**src/rtl/mem_bus_arbiter.sv**
```systemverilog
// ============================================================================
// Module      : mem_bus_arbiter
// Description : Two-master (instruction/data) to single-memory-bus arbiter,
//               one outstanding transaction, data-priority with starvation cap.
// Revision    : 1.0 - initial release
// ============================================================================
`default_nettype none

module mem_bus_arbiter #(
  parameter int ADDR_W     = 32,
  parameter int DATA_W     = 32,
  parameter int STARVE_MAX = 4
) (
  input  logic                clk,
  input  logic                reset,
  // instruction side
  input  logic                i_req,
  input  logic [ADDR_W-1:0]   i_addr,
  input  logic                i_cancel,
  output logic                i_allow,
  output logic                i_rvalid,
  output logic [DATA_W-1:0]   i_rdata,
  // data side
  input  logic                d_req,
  input  logic                d_we,
  input  logic [DATA_W/8-1:0] d_wstrb,
  input  logic [ADDR_W-1:0]   d_addr,
  input  logic [DATA_W-1:0]   d_wdata,
  output logic                d_allow,
  output logic                d_rvalid,
  output logic [DATA_W-1:0]   d_rdata,
  // memory side
  output logic                m_req,
  output logic                m_we,
  output logic [DATA_W/8-1:0] m_wstrb,
  output logic [ADDR_W-1:0]   m_addr,
  output logic [DATA_W-1:0]   m_wdata,
  input  logic                m_addr_ok,
  input  logic                m_data_ok,
  input  logic [DATA_W-1:0]   m_rdata,
  output logic                busy
);

  localparam int c_STRB_W = DATA_W / 8;
  localparam int c_CNT_W  = (STARVE_MAX < 1) ? 1 : $clog2(STARVE_MAX + 1);
  localparam logic [c_CNT_W-1:0] c_STARVE_MAX = c_CNT_W'(STARVE_MAX);

  typedef enum logic [1:0] {
    S_IDLE = 2'd0,
    S_ADDR = 2'd1,
    S_RESP = 2'd2
  } state_t;

  state_t              r_state;
  state_t              w_state_nxt;

  logic                r_owner_d;
  logic                r_we;
  logic [c_STRB_W-1:0] r_wstrb;
  logic [ADDR_W-1:0]   r_addr;
  logic [DATA_W-1:0]   r_wdata;
  logic [c_CNT_W-1:0]  r_starve;
  logic                r_drop;

  logic                w_idle;
  logic                w_force_i;
  logic                w_grant_d;
  logic                w_grant_i;

  // Grants are masked during reset so nothing is offered that cannot be latched.
  assign w_idle    = (r_state == S_IDLE) && !reset;
  assign w_force_i = i_req && (r_starve == c_STARVE_MAX);
  assign w_grant_d = w_idle && d_req && !w_force_i;
  assign w_grant_i = w_idle && i_req && !w_grant_d;

  always_comb begin
    w_state_nxt = r_state;
    case (r_state)
      S_IDLE: if (w_grant_d || w_grant_i) w_state_nxt = S_ADDR;
      S_ADDR: if (m_addr_ok)              w_state_nxt = S_RESP;
      S_RESP: if (m_data_ok)              w_state_nxt = S_IDLE;
      default:                            w_state_nxt = S_IDLE;
    endcase
  end

  always_ff @(posedge clk) begin
    if (reset) begin
      r_state <= S_IDLE;
    end else begin
      r_state <= w_state_nxt;
    end
  end

  // Instruction transactions latch zeroed write fields so the bus never sees
  // stale data-side values.
  always_ff @(posedge clk) begin
    if (reset) begin
      r_owner_d <= 1'b0;
      r_we      <= 1'b0;
      r_wstrb   <= '0;
      r_addr    <= '0;
      r_wdata   <= '0;
    end else if (w_grant_d || w_grant_i) begin
      r_owner_d <= w_grant_d;
      r_we      <= w_grant_d && d_we;
      r_wstrb   <= w_grant_d ? d_wstrb : '0;
      r_addr    <= w_grant_d ? d_addr  : i_addr;
      r_wdata   <= w_grant_d ? d_wdata : '0;
    end
  end

  always_ff @(posedge clk) begin
    if (reset) begin
      r_starve <= '0;
    end else if (r_state == S_IDLE) begin
      if (!i_req || w_grant_i) begin
        r_starve <= '0;
      end else if (w_grant_d && (r_starve != c_STARVE_MAX)) begin
        r_starve <= r_starve + c_CNT_W'(1);
      end
    end
  end

  always_ff @(posedge clk) begin
    if (reset) begin
      r_drop <= 1'b0;
    end else if ((r_state == S_IDLE) || (w_state_nxt == S_IDLE)) begin
      r_drop <= 1'b0;
    end else if (i_cancel && !r_owner_d) begin
      r_drop <= 1'b1;
    end
  end

  // A cancel arriving together with m_data_ok must still suppress the response.
  always_comb begin
    i_allow  = w_grant_i;
    d_allow  = w_grant_d;
    i_rvalid = 1'b0;
    i_rdata  = '0;
    d_rvalid = 1'b0;
    d_rdata  = '0;
    m_req    = 1'b0;
    m_we     = 1'b0;
    m_wstrb  = '0;
    m_addr   = '0;
    m_wdata  = '0;
    busy     = 1'b0;
    if (!reset) begin
      case (r_state)
        S_ADDR: begin
          busy    = 1'b1;
          m_req   = 1'b1;
          m_we    = r_we;
          m_wstrb = r_wstrb;
          m_addr  = r_addr;
          m_wdata = r_wdata;
        end
        S_RESP: begin
          busy = 1'b1;
          if (m_data_ok) begin
            if (r_owner_d) begin
              d_rvalid = 1'b1;
              d_rdata  = m_rdata;
            end else if (!r_drop && !i_cancel) begin
              i_rvalid = 1'b1;
              i_rdata  = m_rdata;
            end
          end
        end
        default: ;
      endcase
    end
  end

endmodule

`default_nettype wire

```
**config.mk**
```make
export PLATFORM = sky130hd
export DESIGN_NAME = mem_bus_arbiter
export DESIGN_NICKNAME = d
export VERILOG_FILES = /design/src/rtl/mem_bus_arbiter.sv
export SDC_FILE = /design/constraint.sdc
export NUM_CORES = 1
export LEC_CHECK = 0
export ABC_AREA = 1
export CORE_MARGIN = 8
export CORE_UTILIZATION = 36
export CTS_CLUSTER_DIAMETER = 40
export DETAILED_ROUTE_END_ITERATION = 8
export GPL_ROUTABILITY_DRIVEN = 0
export PLACE_DENSITY_LB_ADDON = 0.2
export SYNTH_ARGS = -nofsm -noshare
export SYNTH_HDL_FRONTEND = slang
export SYNTH_SLANG_ARGS = --single-unit
```
**constraint.sdc**
```tcl
create_clock -name clk -period 2.13 [get_ports clk]
set_input_delay 0.3195 -clock clk [delete_from_list [all_inputs] [get_ports clk]]
set_output_delay 0.3195 -clock clk [all_outputs]
set_load 0.01 [all_outputs]
```
==> impl_metrics.env <==
export IMPL_period_share_pct=97.7
export IMPL_cts_root_buf="clkbuf_16"
export IMPL_die_y_um=122
export IMPL_status="finished, final reports clean"
export IMPL_drt_initial_drc_count=186
export IMPL_worstPathCellList="clkdlybuf4s50_1 -> inv_1 -> nor2_1 -> nand4_1 -> buf_4 -> buf_16 -> nor2_1 -> dlygate4sd2_1"
export IMPL_synth_area_per_cell_um2=6.08
export IMPL_hold_path_startpoint="reset"
export IMPL_coreArea_um2=11200
export IMPL_cts_htree_levels=3
export IMPL_max_cap_violations=0
export IMPL_grt_max_degree=63
export IMPL_drive_gt1_share_pct=6.79
export IMPL_grtUsageMet1_pct=22.1
export IMPL_seq_area_frac_synth_pct=37.3
export IMPL_multi_input_area_um2=2120
export IMPL_crit_arrival_ns=1.76
export IMPL_final_antenna_net_count=0
export IMPL_power_density_nw_per_um2=569
export IMPL_antenna_found_initial=1
export IMPL_syn_nets=817
export IMPL_grt_pass1_wl_um=25300
export IMPL_final_area_um2=7360
export IMPL_endpoint_kind="output port"
export IMPL_relSlewSlack_pct=71.4
export IMPL_met3_usage_pct=6.07
export IMPL_seqCellArea_um2=1530
export IMPL_initial_core_util_pct=36.3
export IMPL_numClockSinks=76
export IMPL_die_w_um=122
export IMPL_drc_errors=0
export IMPL_cts_tree="built"
export IMPL_fin_util_pct=65.6
export IMPL_path_buf_inv=5
export IMPL_fill_cells=1081
export IMPL_area_growth_pct=80.4
export IMPL_core_rowCount=39
export IMPL_path_class="primary input to output port"
export IMPL_grt_busiest_layer="met2"
export IMPL_setup_ws_ns=0.0479
export IMPL_clock_skew_final_ns=0.00862
export IMPL_overflow=0
export IMPL_yosysWarnings=0
export IMPL_insertion_delay_ns=0.33
export IMPL_vias=5099
export IMPL_use_met2_pct=39.4
export IMPL_critPathLaunch="m_data_ok"
export IMPL_avgRoutedWirePerCell_um=15.5
export IMPL_dr_pass1_iters=6
export IMPL_tns_ns=0
export IMPL_fmax_mhz=480
export IMPL_final_nets=1084
export IMPL_yosysUniqueCellTypes=21
export IMPL_setup_viol=0
export IMPL_path_max_fanout=16
export IMPL_grt_usage_pct=21.3
export IMPL_crit_slowest_cell="clkdlybuf4s50_1"
export IMPL_finalHoldViolations=0
export IMPL_synth_cells=671
export IMPL_ctsHoldBuffers=0
export IMPL_worst_pin_slew_ns=0.428
export IMPL_crit_top_cell="nor2_1"
export IMPL_clk_pin_slew_ns=0.05
export IMPL_critPathRequiredTime_ns=1.81
export IMPL_startpoint_type="primary input"
export IMPL_io_buffers=278
export IMPL_cp_top_family="buffers and inverters"
export IMPL_place_ws_ns=-0.193
export IMPL_instances_no_fill=1088
export IMPL_p_leak_nw=3.56
export IMPL_fin_crit_ns=2.08
export IMPL_r2r_start="r_state[0]"
export IMPL_p_total_mw=4.19
export IMPL_dp_cells=1062
export IMPL_placed_area_um2=7060
export IMPL_hold_slack_ns=0.426
export IMPL_ys_ff_latch=76
export IMPL_dp_hpwl_um=12700
export IMPL_cp_slowest_stage_delay_ns=0.48
export IMPL_vias_per_cell=4.69
export IMPL_clockBufferDepth=2
export IMPL_grt_pass1_vias=4752
export IMPL_cts_made_buffers=9
export IMPL_num_io_pins=279
export IMPL_min_path_type="primary input to register"
export IMPL_slew_violations=0
export IMPL_ir_worst_vdd_uv=421
export IMPL_die_area_um2=15000
export IMPL_syn_area_um2=4080
export IMPL_routed_wl_um=16900
-- routing by layer --
metal	wire length, um	vias to the layer above	part of all wire (%)
li1	-	2619	-
met1	6210	2249	37
met2	8650	204	51
met3	1650	27	9.8
met4	391	0	2.3
met5	0	-	0
-- area by class of cell --
class	count	area share, %
Clock inverter	4	0.986
Antenna cell	2	0.0680
Multi-Input combinational cell	488	28.8
Clock buffer	12	3.35
Inverter	55	2.84
Sequential cell	76	20.7
Timing Repair Buffer	308	40.8
Tap cell	143	2.43
-- state kept, by name, summed over array words and instances, names as in the netlist --
| register | count |
|---|---|
| r_addr | 32 |
| r_starve | 3 |
| r_state | 2 |
| r_we | 1 |
| r_drop | 1 |
| r_wdata | 32 |
| r_owner_d | 1 |
| r_wstrb | 4 |
-- worst register-to-register path: stages (launching register included) --
cell and delay, ns:
dfxtp_2 0.35, inv_2 0.09, ha_1 0.17, buf_4 0.16, nand3_2 0.08, buf_4 0.17, inv_1 0.16, buf_12 0.20
nand3_1 0.10, a31oi_1 0.17
-- final timing paths --
path,to,slack (ns),depth (start not counted)
worst min-delay path,r_starve[0],0.43,4
worst max register to register,r_addr[15],0.38,9
worst max-delay path,i_rdata[28],0.05,8
worst min register to register,r_wstrb[2],0.46,2
-- report_power, final --
group	internal [mW]	leakage (nW)	switching, mW
clock network	1.06	0.153	0.569
registers	1.53	0.623	0.0569
logic	0.506	2.79	0.470
-- cell families after synthesis --
group / count (synthesis) / synth area share, %
AOI/OAI and AO/OA: 92 / 12.4
adders and majority gates: 6 / 1.84
buffers and inverters: 107 / 11.3
DFF: 76 / 37.3
and+or+nand+nor: 390 / 37.2
-- placed cells by master (no fill, tap or decap), drive strengths merged, types with 2 or more instances in the layout --
cell type      netlist  routed
diode                0       2
buf                 21      30
inv                 55      55
nor2               143     143
o21ai               14      14
dfxtp               76      76
bufinv               0       2
a21oi               48      48
nand2              212     212
a31oi               29      29
dlygate4sd2          0     117
clkbuf              31      19
ha                   6       6
clkdlybuf4s15        0      14
nand3               33      33
clkdlybuf4s50        0     139
-- synth_stat cells --
library cell  number  share of area [%]
nand3_1           32                3.9
inv_1             53                4.9
and3_1             1               0.15
buf_6              2               0.55
o21ai_1            2               0.25
nor2_1           143                 13
o211ai_2           1               0.31
a21oi_1           48                5.9
nand2_2            1               0.15
clkbuf_1          31                2.9
a31oi_1           29                4.4
buf_4              7                1.3
o21ai_0           12                1.5
nand2_1          211                 19
inv_2              1              0.092
ha_1               6                1.8
inv_4              1               0.15
nand4_1            1               0.15
dfxtp_1           76                 37
buf_2             12                1.5
nand3_2            1               0.25
-- timing repair --
item                                   in CTS  in global routing
setup endpoints to repair                 139                 52
setup buffers                               4                  2
endpoints found under the hold margin       0                  0
gates cloned                                2                  0
resized for setup                         147                 29
Power figures use the tool's default switching activity.
